===== src/rtl/fruit_pkg.sv =====
// Shared types and constants for the fruit lifecycle controller.
package fruit_pkg;

    typedef enum logic [1:0] {HANGING, FALLING, HIT, RESPAWN_WAIT} fruit_state_t;

    localparam int FIXED_POINT_MULTIPLIER = 128;
    localparam int FRAME_CNT_W = 6;

endpackage


===== src/rtl/fruit_life_ctrl_if.sv =====
// Fruit controller bus: mover/collision inputs and drawer/score outputs.
interface fruit_life_ctrl_if;

    logic               startOfFrame;
    logic signed [10:0] bounceTopLeftY;
    logic               collisionPlayerFruit;
    logic               collisionFruitEnemy;
    logic signed [10:0] topLeftY;
    logic               fruitVisible;
    logic               scorePulse;
    logic               falling;

    modport master (
        output startOfFrame, bounceTopLeftY, collisionPlayerFruit, collisionFruitEnemy,
        input  topLeftY, fruitVisible, scorePulse, falling
    );

    modport slave (
        input  startOfFrame, bounceTopLeftY, collisionPlayerFruit, collisionFruitEnemy,
        output topLeftY, fruitVisible, scorePulse, falling
    );

endinterface


===== src/rtl/fruit_frame_timer.sv =====
// Frame counter shared by the blink and respawn periods; wraps to zero at limit.
module fruit_frame_timer #(
    parameter int WIDTH     = 6,
    parameter int PHASE_BIT = 2
) (
    input  logic             clk,
    input  logic             resetN,
    input  logic             tick,
    input  logic             clear,
    input  logic [WIDTH-1:0] limit,
    output logic             phase,
    output logic             done
);

    logic [WIDTH-1:0] count;

    assign done  = tick && !clear && (count == limit);
    assign phase = count[PHASE_BIT];

    always_ff @(posedge clk or negedge resetN) begin
        if (!resetN) begin
            count <= '0;
        end else if (clear || done) begin
            count <= '0;
        end else if (tick) begin
            count <= count + 1'b1;
        end
    end

endmodule


===== src/rtl/fruit_life_ctrl.sv =====
// Fruit lifecycle: hang on the vine, fall under gravity, score on enemy hit, respawn.
module fruit_life_ctrl
    import fruit_pkg::*;
#(
    parameter int FLOOR_Y        = 464,
    parameter int GRAVITY        = 16,
    parameter int MAX_FALL_SPEED = 640,
    parameter int HIT_FRAMES     = 16,
    parameter int RESPAWN_FRAMES = 60
) (
    input  logic              clk,
    input  logic              resetN,
    fruit_life_ctrl_if.slave  bus
);

    localparam logic signed [31:0] FLOOR_FIXED = 32'(FLOOR_Y * FIXED_POINT_MULTIPLIER);

    fruit_state_t       state;
    logic signed [31:0] pos_fixed;
    logic signed [31:0] speed;
    logic signed [31:0] speed_sum;
    logic signed [31:0] speed_next;
    logic signed [31:0] bounce_fixed;
    logic               score_pulse;
    logic               falling_r;

    logic                   timer_clear;
    logic [FRAME_CNT_W-1:0] timer_limit;
    logic                   blink_phase;
    logic                   frame_done;

    assign bounce_fixed = {{14{bus.bounceTopLeftY[10]}}, bus.bounceTopLeftY, 7'd0};
    assign speed_sum    = speed + GRAVITY;
    assign speed_next   = (speed_sum > MAX_FALL_SPEED) ? 32'(MAX_FALL_SPEED) : speed_sum;

    // Timer is held cleared outside the counted states, so every entry starts at zero.
    assign timer_clear = (state == HANGING) || (state == FALLING);
    assign timer_limit = (state == HIT) ? FRAME_CNT_W'(HIT_FRAMES - 1)
                                        : FRAME_CNT_W'(RESPAWN_FRAMES - 1);

    fruit_frame_timer #(
        .WIDTH     (FRAME_CNT_W),
        .PHASE_BIT (2)
    ) u_frame_timer (
        .clk    (clk),
        .resetN (resetN),
        .tick   (bus.startOfFrame),
        .clear  (timer_clear),
        .limit  (timer_limit),
        .phase  (blink_phase),
        .done   (frame_done)
    );

    always_ff @(posedge clk or negedge resetN) begin
        if (!resetN) begin
            state       <= HANGING;
            pos_fixed   <= '0;
            speed       <= '0;
            score_pulse <= 1'b0;
            falling_r   <= 1'b0;
        end else begin
            score_pulse <= 1'b0;
            case (state)
                HANGING: begin
                    if (bus.collisionPlayerFruit) begin
                        state     <= FALLING;
                        pos_fixed <= bounce_fixed;
                        speed     <= '0;
                        falling_r <= 1'b1;
                    end
                end
                FALLING: begin
                    // Enemy hit outranks the floor check and freezes the position.
                    if (bus.collisionFruitEnemy) begin
                        state       <= HIT;
                        score_pulse <= 1'b1;
                        falling_r   <= 1'b0;
                    end else if (pos_fixed >= FLOOR_FIXED) begin
                        state     <= RESPAWN_WAIT;
                        falling_r <= 1'b0;
                    end else if (bus.startOfFrame) begin
                        pos_fixed <= pos_fixed + speed;
                        speed     <= speed_next;
                    end
                end
                HIT: begin
                    if (frame_done) state <= RESPAWN_WAIT;
                end
                RESPAWN_WAIT: begin
                    if (frame_done) state <= HANGING;
                end
                default: state <= HANGING;
            endcase
        end
    end

    always_comb begin
        bus.fruitVisible = 1'b1;
        case (state)
            HIT:          bus.fruitVisible = ~blink_phase;
            RESPAWN_WAIT: bus.fruitVisible = 1'b0;
            default:      bus.fruitVisible = 1'b1;
        endcase
    end

    assign bus.topLeftY   = (state == HANGING) ? bus.bounceTopLeftY
                                               : 11'(pos_fixed / FIXED_POINT_MULTIPLIER);
    assign bus.scorePulse = score_pulse;
    assign bus.falling    = falling_r;

endmodule


===== src/flat_wrapper.sv =====
// flat-port wrapper written by rule: the top's interface ports become plain ports
module fruit_life_ctrl_flat import fruit_pkg::*;
#(
    parameter int FLOOR_Y        = 464,
    parameter int GRAVITY        = 16,
    parameter int MAX_FALL_SPEED = 640,
    parameter int HIT_FRAMES     = 16,
    parameter int RESPAWN_FRAMES = 60
)
  (clk, resetN, bus_startOfFrame, bus_bounceTopLeftY, bus_collisionPlayerFruit, bus_collisionFruitEnemy, bus_topLeftY, bus_fruitVisible, bus_scorePulse, bus_falling);
  fruit_life_ctrl_if bus_i ();
  input  logic clk;
  input  logic resetN;
  input wire logic [$bits(bus_i.startOfFrame)-1:0] bus_startOfFrame;
  input wire logic [$bits(bus_i.bounceTopLeftY)-1:0] bus_bounceTopLeftY;
  input wire logic [$bits(bus_i.collisionPlayerFruit)-1:0] bus_collisionPlayerFruit;
  input wire logic [$bits(bus_i.collisionFruitEnemy)-1:0] bus_collisionFruitEnemy;
  output wire logic [$bits(bus_i.topLeftY)-1:0] bus_topLeftY;
  output wire logic [$bits(bus_i.fruitVisible)-1:0] bus_fruitVisible;
  output wire logic [$bits(bus_i.scorePulse)-1:0] bus_scorePulse;
  output wire logic [$bits(bus_i.falling)-1:0] bus_falling;
  assign bus_i.startOfFrame = bus_startOfFrame;
  assign bus_i.bounceTopLeftY = bus_bounceTopLeftY;
  assign bus_i.collisionPlayerFruit = bus_collisionPlayerFruit;
  assign bus_i.collisionFruitEnemy = bus_collisionFruitEnemy;
  assign bus_topLeftY = bus_i.topLeftY;
  assign bus_fruitVisible = bus_i.fruitVisible;
  assign bus_scorePulse = bus_i.scorePulse;
  assign bus_falling = bus_i.falling;
  fruit_life_ctrl #(.FLOOR_Y(FLOOR_Y), .GRAVITY(GRAVITY), .MAX_FALL_SPEED(MAX_FALL_SPEED), .HIT_FRAMES(HIT_FRAMES), .RESPAWN_FRAMES(RESPAWN_FRAMES)) u_core (.clk(clk), .resetN(resetN), .bus(bus_i));
endmodule

===== config.mk =====
export PLATFORM = sky130hd
export DESIGN_NAME = fruit_life_ctrl_flat
export DESIGN_NICKNAME = d
export VERILOG_FILES = /design/src/rtl/fruit_pkg.sv /design/src/rtl/fruit_life_ctrl_if.sv /design/src/rtl/fruit_frame_timer.sv /design/src/rtl/fruit_life_ctrl.sv /design/src/flat_wrapper.sv
export SDC_FILE = /design/constraint.sdc
export NUM_CORES = 1
export LEC_CHECK = 0
export ABC_AREA = 1
export BUFFER_PORTS_ARGS = -buffer_cell sky130_fd_sc_hd__buf_4
export CORE_MARGIN = 1.5
export CORE_UTILIZATION = 63
export CTS_CLUSTER_SIZE = 14
export DETAILED_ROUTE_END_ITERATION = 7
export PLACE_DENSITY_LB_ADDON = 0.08
export SYNTH_ARGS = -nofsm -noshare
export SYNTH_HDL_FRONTEND = slang
export SYNTH_SLANG_ARGS = --single-unit

===== constraint.sdc =====
create_clock -name clk -period 3.2 [get_ports clk]
set_input_delay 0.48 -clock clk [delete_from_list [all_inputs] [get_ports clk]]
set_output_delay 0.48 -clock clk [all_outputs]
set_load 0.02 [all_outputs]

# Yosys cells after proc, flatten, opt, wreduce, memory -nomap -nowiden
# Index checks and enable logic that the tools add are counted.
[totals]
ff_bits = 74
word_cells = 65
output_inout_bits = 14
[classes]
n_mux = 28
n_lt_le_gt_ge = 2
n_reduce_logical = 12
add_sub_neg = 4
eq_ne = 11
bitwise = 2
[ops]
columns = ["cell", "n"]
rows = [
  ["$mux 32", 9],
  ["$pmux 32 s2", 2],
  ["$add 32x32->32", 1],
  ["$add 32x6->32 const B", 1],
  ["$ge 32x17->1 const B", 1],
  ["$gt 32x11->1 const B", 1],
  ["$mux 6", 3],
  ["$ne 2x2->1 const B", 6],
  ["$add 11x1->11", 1],
  ["$mux 11", 1],
  ["$mux 2", 5],
  ["$pmux 2 s4", 1],
  ["$reduce_or 7->1", 1],
  ["$add 6x1->6 const B", 1],
  ["$eq 6x6->1", 1],
  ["$mux 1", 5],
  ["$reduce_and 5->1", 1],
  ["$eq 2x2->1 const B", 2],
  ["$pmux 1 s2", 2],
  ["$reduce_and 4->1", 1],
  ["$reduce_bool 2->1", 2],
  ["$ne 3x3->1 const B", 1],
  ["$reduce_and 3->1", 1],
  ["$eq 2x1->1 const B", 1],
  ["other kinds (6)", 8],
]

# Logic depth before layout (Yosys ltp)
[logic_depth]
depth_word = 7
mapped_depth = 16
depth_no_buf = 15

# By module
# A second synthesis with hierarchy kept.
[hier_totals]
cells_unflattened = 887
hier_area_um2 = 6035.8
[modules_own_cells]
columns = ["module", "area_each_um2", "cells_per_inst", "instances", "seq_area_each_um2"]
rows = [
  ["fruit_life_ctrl", 5542.8, 821, 1, 1601.5],
  ["fruit_frame_timer", 493.0, 66, 1, 150.1],
]

# Worst setup path before layout
# No wires, ideal clock.
[synth_path]
kind = "reg2out"
start = "reg u_core.pos_fixed[31]"
end = "out bus_topLeftY[10]"
stages_incl_launch_ff = 14
t_arrival_ns = 2.297
slack_ns = 0.423
required_ns = 2.720
path_cell_list = "dfrtp_1 > inv_1 > a41oi_1 > ha_1 > ha_1 > nand2_1 > nor3_1 > nand2_1 > nor2_1 > nand2_1 > nor2_1 > nand2_1 > xor2_1 > o21ai_0"
[synth_between]
elab_chain_cells = 3
[synth_lines]
columns = ["element", "line_no", "text"]
rows = [
  ["start: declaration", "fruit_life_ctrl.sv:19", "logic signed [31:0] pos_fixed;"],
  ["start signal: assignment", "fruit_life_ctrl.sv:67", "pos_fixed <= bounce_fixed;"],
  ["start signal: assignment", "fruit_life_ctrl.sv:82", "pos_fixed <= pos_fixed + speed;"],
  ["$and 1x1->1 (no source line)", "-", ""],
  ["$add 11x1->11 (no source line)", "-", ""],
  ["$mux 11", "fruit_life_ctrl.sv:106", "assign bus.topLeftY = (state == HANGING) ? bus.bounceTopLeftY"],
  ["end: declaration", "flat_wrapper.sv:18", "output wire logic [$bits(bus_i.topLeftY)-1:0] bus_topLeftY;"],
]
# Every way passes these cells.

# Worst setup path in the final report
# Same ends and word-level chain as after synthesis.

==> flow_summary.json <==
{
  "p_leak_nw": 3.209,
  "grt_overflow_total": 0,
  "syn_inst": 888,
  "crit_path_max_fanout": 3,
  "power_w": 0.004086,
  "remaining_drc_errors": 0,
  "worstPathRequired_ns": 2.72,
  "viasPerCell": 5.780,
  "drt-met1-wl_mm": 7.402,
  "num_vias": 5988,
  "place_area_mm2": 0.006178,
  "synth_cell_type_count": 44,
  "fin_area_mm2": 0.006421,
  "avgSynthCellArea_um2": 6.615,
  "final_cell_mix": "nand2_1, nor2_1, dfrtp_1",
  "placedCellCount": 1016,
  "ctsHtreeMaxLevel": 3,
  "grt_pass1_vias": 5544,
  "dr_wl_met3_um": 888,
  "start_util_pct": 64.18,
  "period_share_pct": 94.80,
  "r2r-end": "u_core.speed[8]$_DFFE_PN0P_",
  "yosys_warnings": 0,
  "syn2layout_area_growth_pct": 9.308,
  "track_usage_pct": 34.18,
  "worstMarginPinSlew_ns": 0.9019,
  "rows": 35,
  "final_common_cell": "nand2_1",
  "portBuffers": 29,
  "antenna_found_initial": 0,
  "wire_per_inst_um": 15.70,
  "die_h_um": 99.57,
  "place_congestion": 0.9524,
  "cts_buffer_depth": 2,
  "io_pins": 30,
  "cts.sinks": 70,
  "cts_hold_buffers": 0,
  "drive_gt1_share_pct": 10.70,
  "die_x_um": 99.57,
  "antenna_cells": 0,
  "antenna_left": 0,
  "reg2reg_from": "u_core.speed[4]$_DFFE_PN0P_",
  "power.density_mw_per_mm2": 636.4,
  "crit_type": "flop to output pin",
  "fin_crit_ns": 3.034,
  "first_pass_iters": 5,
  "finalSetupViolCount": 0,
  "clock_skew_ns": 0.01360,
  "top_layer": "met4",
  "synth_seq_cells": 70,
  "core_mm2": 0.009153,
  "hold_viol": 0,
  "slew_headroom_pct": 39.87,
  "clk_pin_slew_ns": 0.08,
  "fmax_mhz": 329.6,
  "finalCoreUtilization_pct": 70.16,
  "worstPathArrival_ns": 2.55,
  "r2r_setup_slack_ns": 0.33,
  "hold_class": "primary input to asynchronous set/reset pin",
  "end_kind": "output pin",
  "syn_nets": 939,
  "synth_area_mm2": 0.005874,
  "fin_cells": 1036,
  "clk_latency_ns": 0.35,
  "yosysSeqAreaShare_pct": 29.82,
  "cts_buffers": 9,
  "dieArea_mm2": 0.009913,
  "status": "completed",
  "wl_mm": 16.26,
  "fin_nets": 971,
  "cts_tree": "yes",
  "slew_violations": 0,
  "clock-root-buffer": "clkbuf_8",
  "grt_pass1_wl_mm": 26.90,
  "crit_path_start_kind": "flop",
  "dpl.hpwl_mm": 12.38,
  "wl_met2_mm": 7.571,
  "vdd_ir_drop_max_v": 0.0005325,
  "maxCapViolCount": 0,
  "reg2regPathDepth": 14,
  "grt_max_degree": 71,
  "detailedRoute.firstIterationViolations": 405
}
Yosys cell counts, drive strengths merged:
cell	n	share of area (%)
a211oi	1	0.13
a21boi	2	0.26
a21o	4	0.51
a21oi	54	4.6
a22o	1	0.15
a22oi	1	0.13
a31o	1	0.15
a31oi	1	0.11
a41oi	1	0.15
buf	9	1.3
clkbuf	9	0.58
clkinv	2	0.13
dfrtp	70	30
ha	35	7.5
inv	68	4.3
nand2	333	22
nand3	63	6.1
nand3b	6	0.77
nand4	14	1.5
nor2	107	7.8
nor3	11	0.94
nor4	9	0.96
o2111ai	2	0.30
o211ai	2	0.26
o21a	3	0.38
o21ai	33	2.8
o21bai	3	0.58
o22ai	2	0.21
o31ai	2	0.26
or2	4	0.43
xnor2	15	2.2
xor2	20	3.0
per-stage QoR:
stage,worst slack [ns],hold slack [ns],setup TNS [ns]
3_3_place_gp,0.3278,0.4486,0
3_5_place_dp,0.2784,0.4578,0
5_1_grt,-0.01773,0.3239,-0.01773
6_report,0.1664,0.2558,0
2_1_floorplan,0.4234,0.1844,0
4_1_cts,0.006598,0.2824,0
state kept, by name, indices dropped and copies added (netlist names):
register	cells
u_core.bus.falling	1
u_core.bus.scorePulse	1
u_core.pos_fixed	32
u_core.speed	28
u_core.state	2
u_core.u_frame_timer.count	6
area by class of cell:
cell class / count / area [um2]
timing repair buffer: 39 / 305.3
sequential: 70 / 1752
inverter: 70 / 262.8
multi-input combinational: 730 / 3787
tap: 111 / 138.9
fill: 783 / 2731
clock buffer: 11 / 141.4
clock inverter: 5 / 33.78
power by group:
group	internal [W]	total, W	leakage (nW)	switching, W
Clock	0.000303	0.000661	0.0857	0.000358
Sequential	0.00109	0.00134	0.925	0.000250
Combinational	0.000732	0.00208	2.20	0.00135
how the worst max path moves through the flow:
stage | from | endpoint | slack, ns | cells past startpoint
3_3_place_gp | u_core.pos_fixed[31]$_DFFE_PN0P_ | bus_topLeftY[10] | 0.33 | 14
5_1_grt | u_core.pos_fixed[31]$_DFFE_PN0P_ | bus_topLeftY[10] | -0.02 | 14
3_5_place_dp | u_core.pos_fixed[31]$_DFFE_PN0P_ | bus_topLeftY[10] | 0.28 | 14
2_1_floorplan | u_core.pos_fixed[31]$_DFFE_PN0P_ | bus_topLeftY[10] | 0.42 | 13
6_report | u_core.pos_fixed[31]$_DFFE_PN0P_ | bus_topLeftY[10] | 0.17 | 14
4_1_cts | u_core.pos_fixed[31]$_DFFE_PN0P_ | bus_topLeftY[10] | 0.007 | 14
worst max-delay path, stage by stage (launching register included):
cell     delay, ns
dfrtp_1       0.40
inv_2         0.09
a41oi_2       0.16
ha_2          0.20
ha_2          0.18
nand2_2       0.08
nor3_4        0.21
nand2_1       0.08
nor2_2        0.13
nand2_1       0.07
nor2_2        0.11
nand2_1       0.07
xor2_1        0.15
o21ai_1       0.12
buf_4         0.15
cells by family after synthesis:
| kind of cell | synth area share (%) |
|---|---|
| AOI/OAI and AO/OA | 10.97 |
| xor gates and xnor gates | 5.218 |
| adders and majority gates | 7.455 |
| buffers and inverters | 6.347 |
| DFF | 29.82 |
| and+or+nand+nor | 40.19 |
metal layers:
layer / GRT usage, % / vias to the layer above
met3: 3.514 / 29
met1: 46.73 / 2760
met4: 12.46 / 0
met2: 56.48 / 232
li1: - / 2967
met5: 0 / -
timing repair:
item / CTS / global route
resized for setup: 2 / 9
pin swaps: 0 / 3
setup buffers: 0 / 4
setup endpoints to repair: 1 / 2
Note: power is estimated with default switching activity, not from simulation.
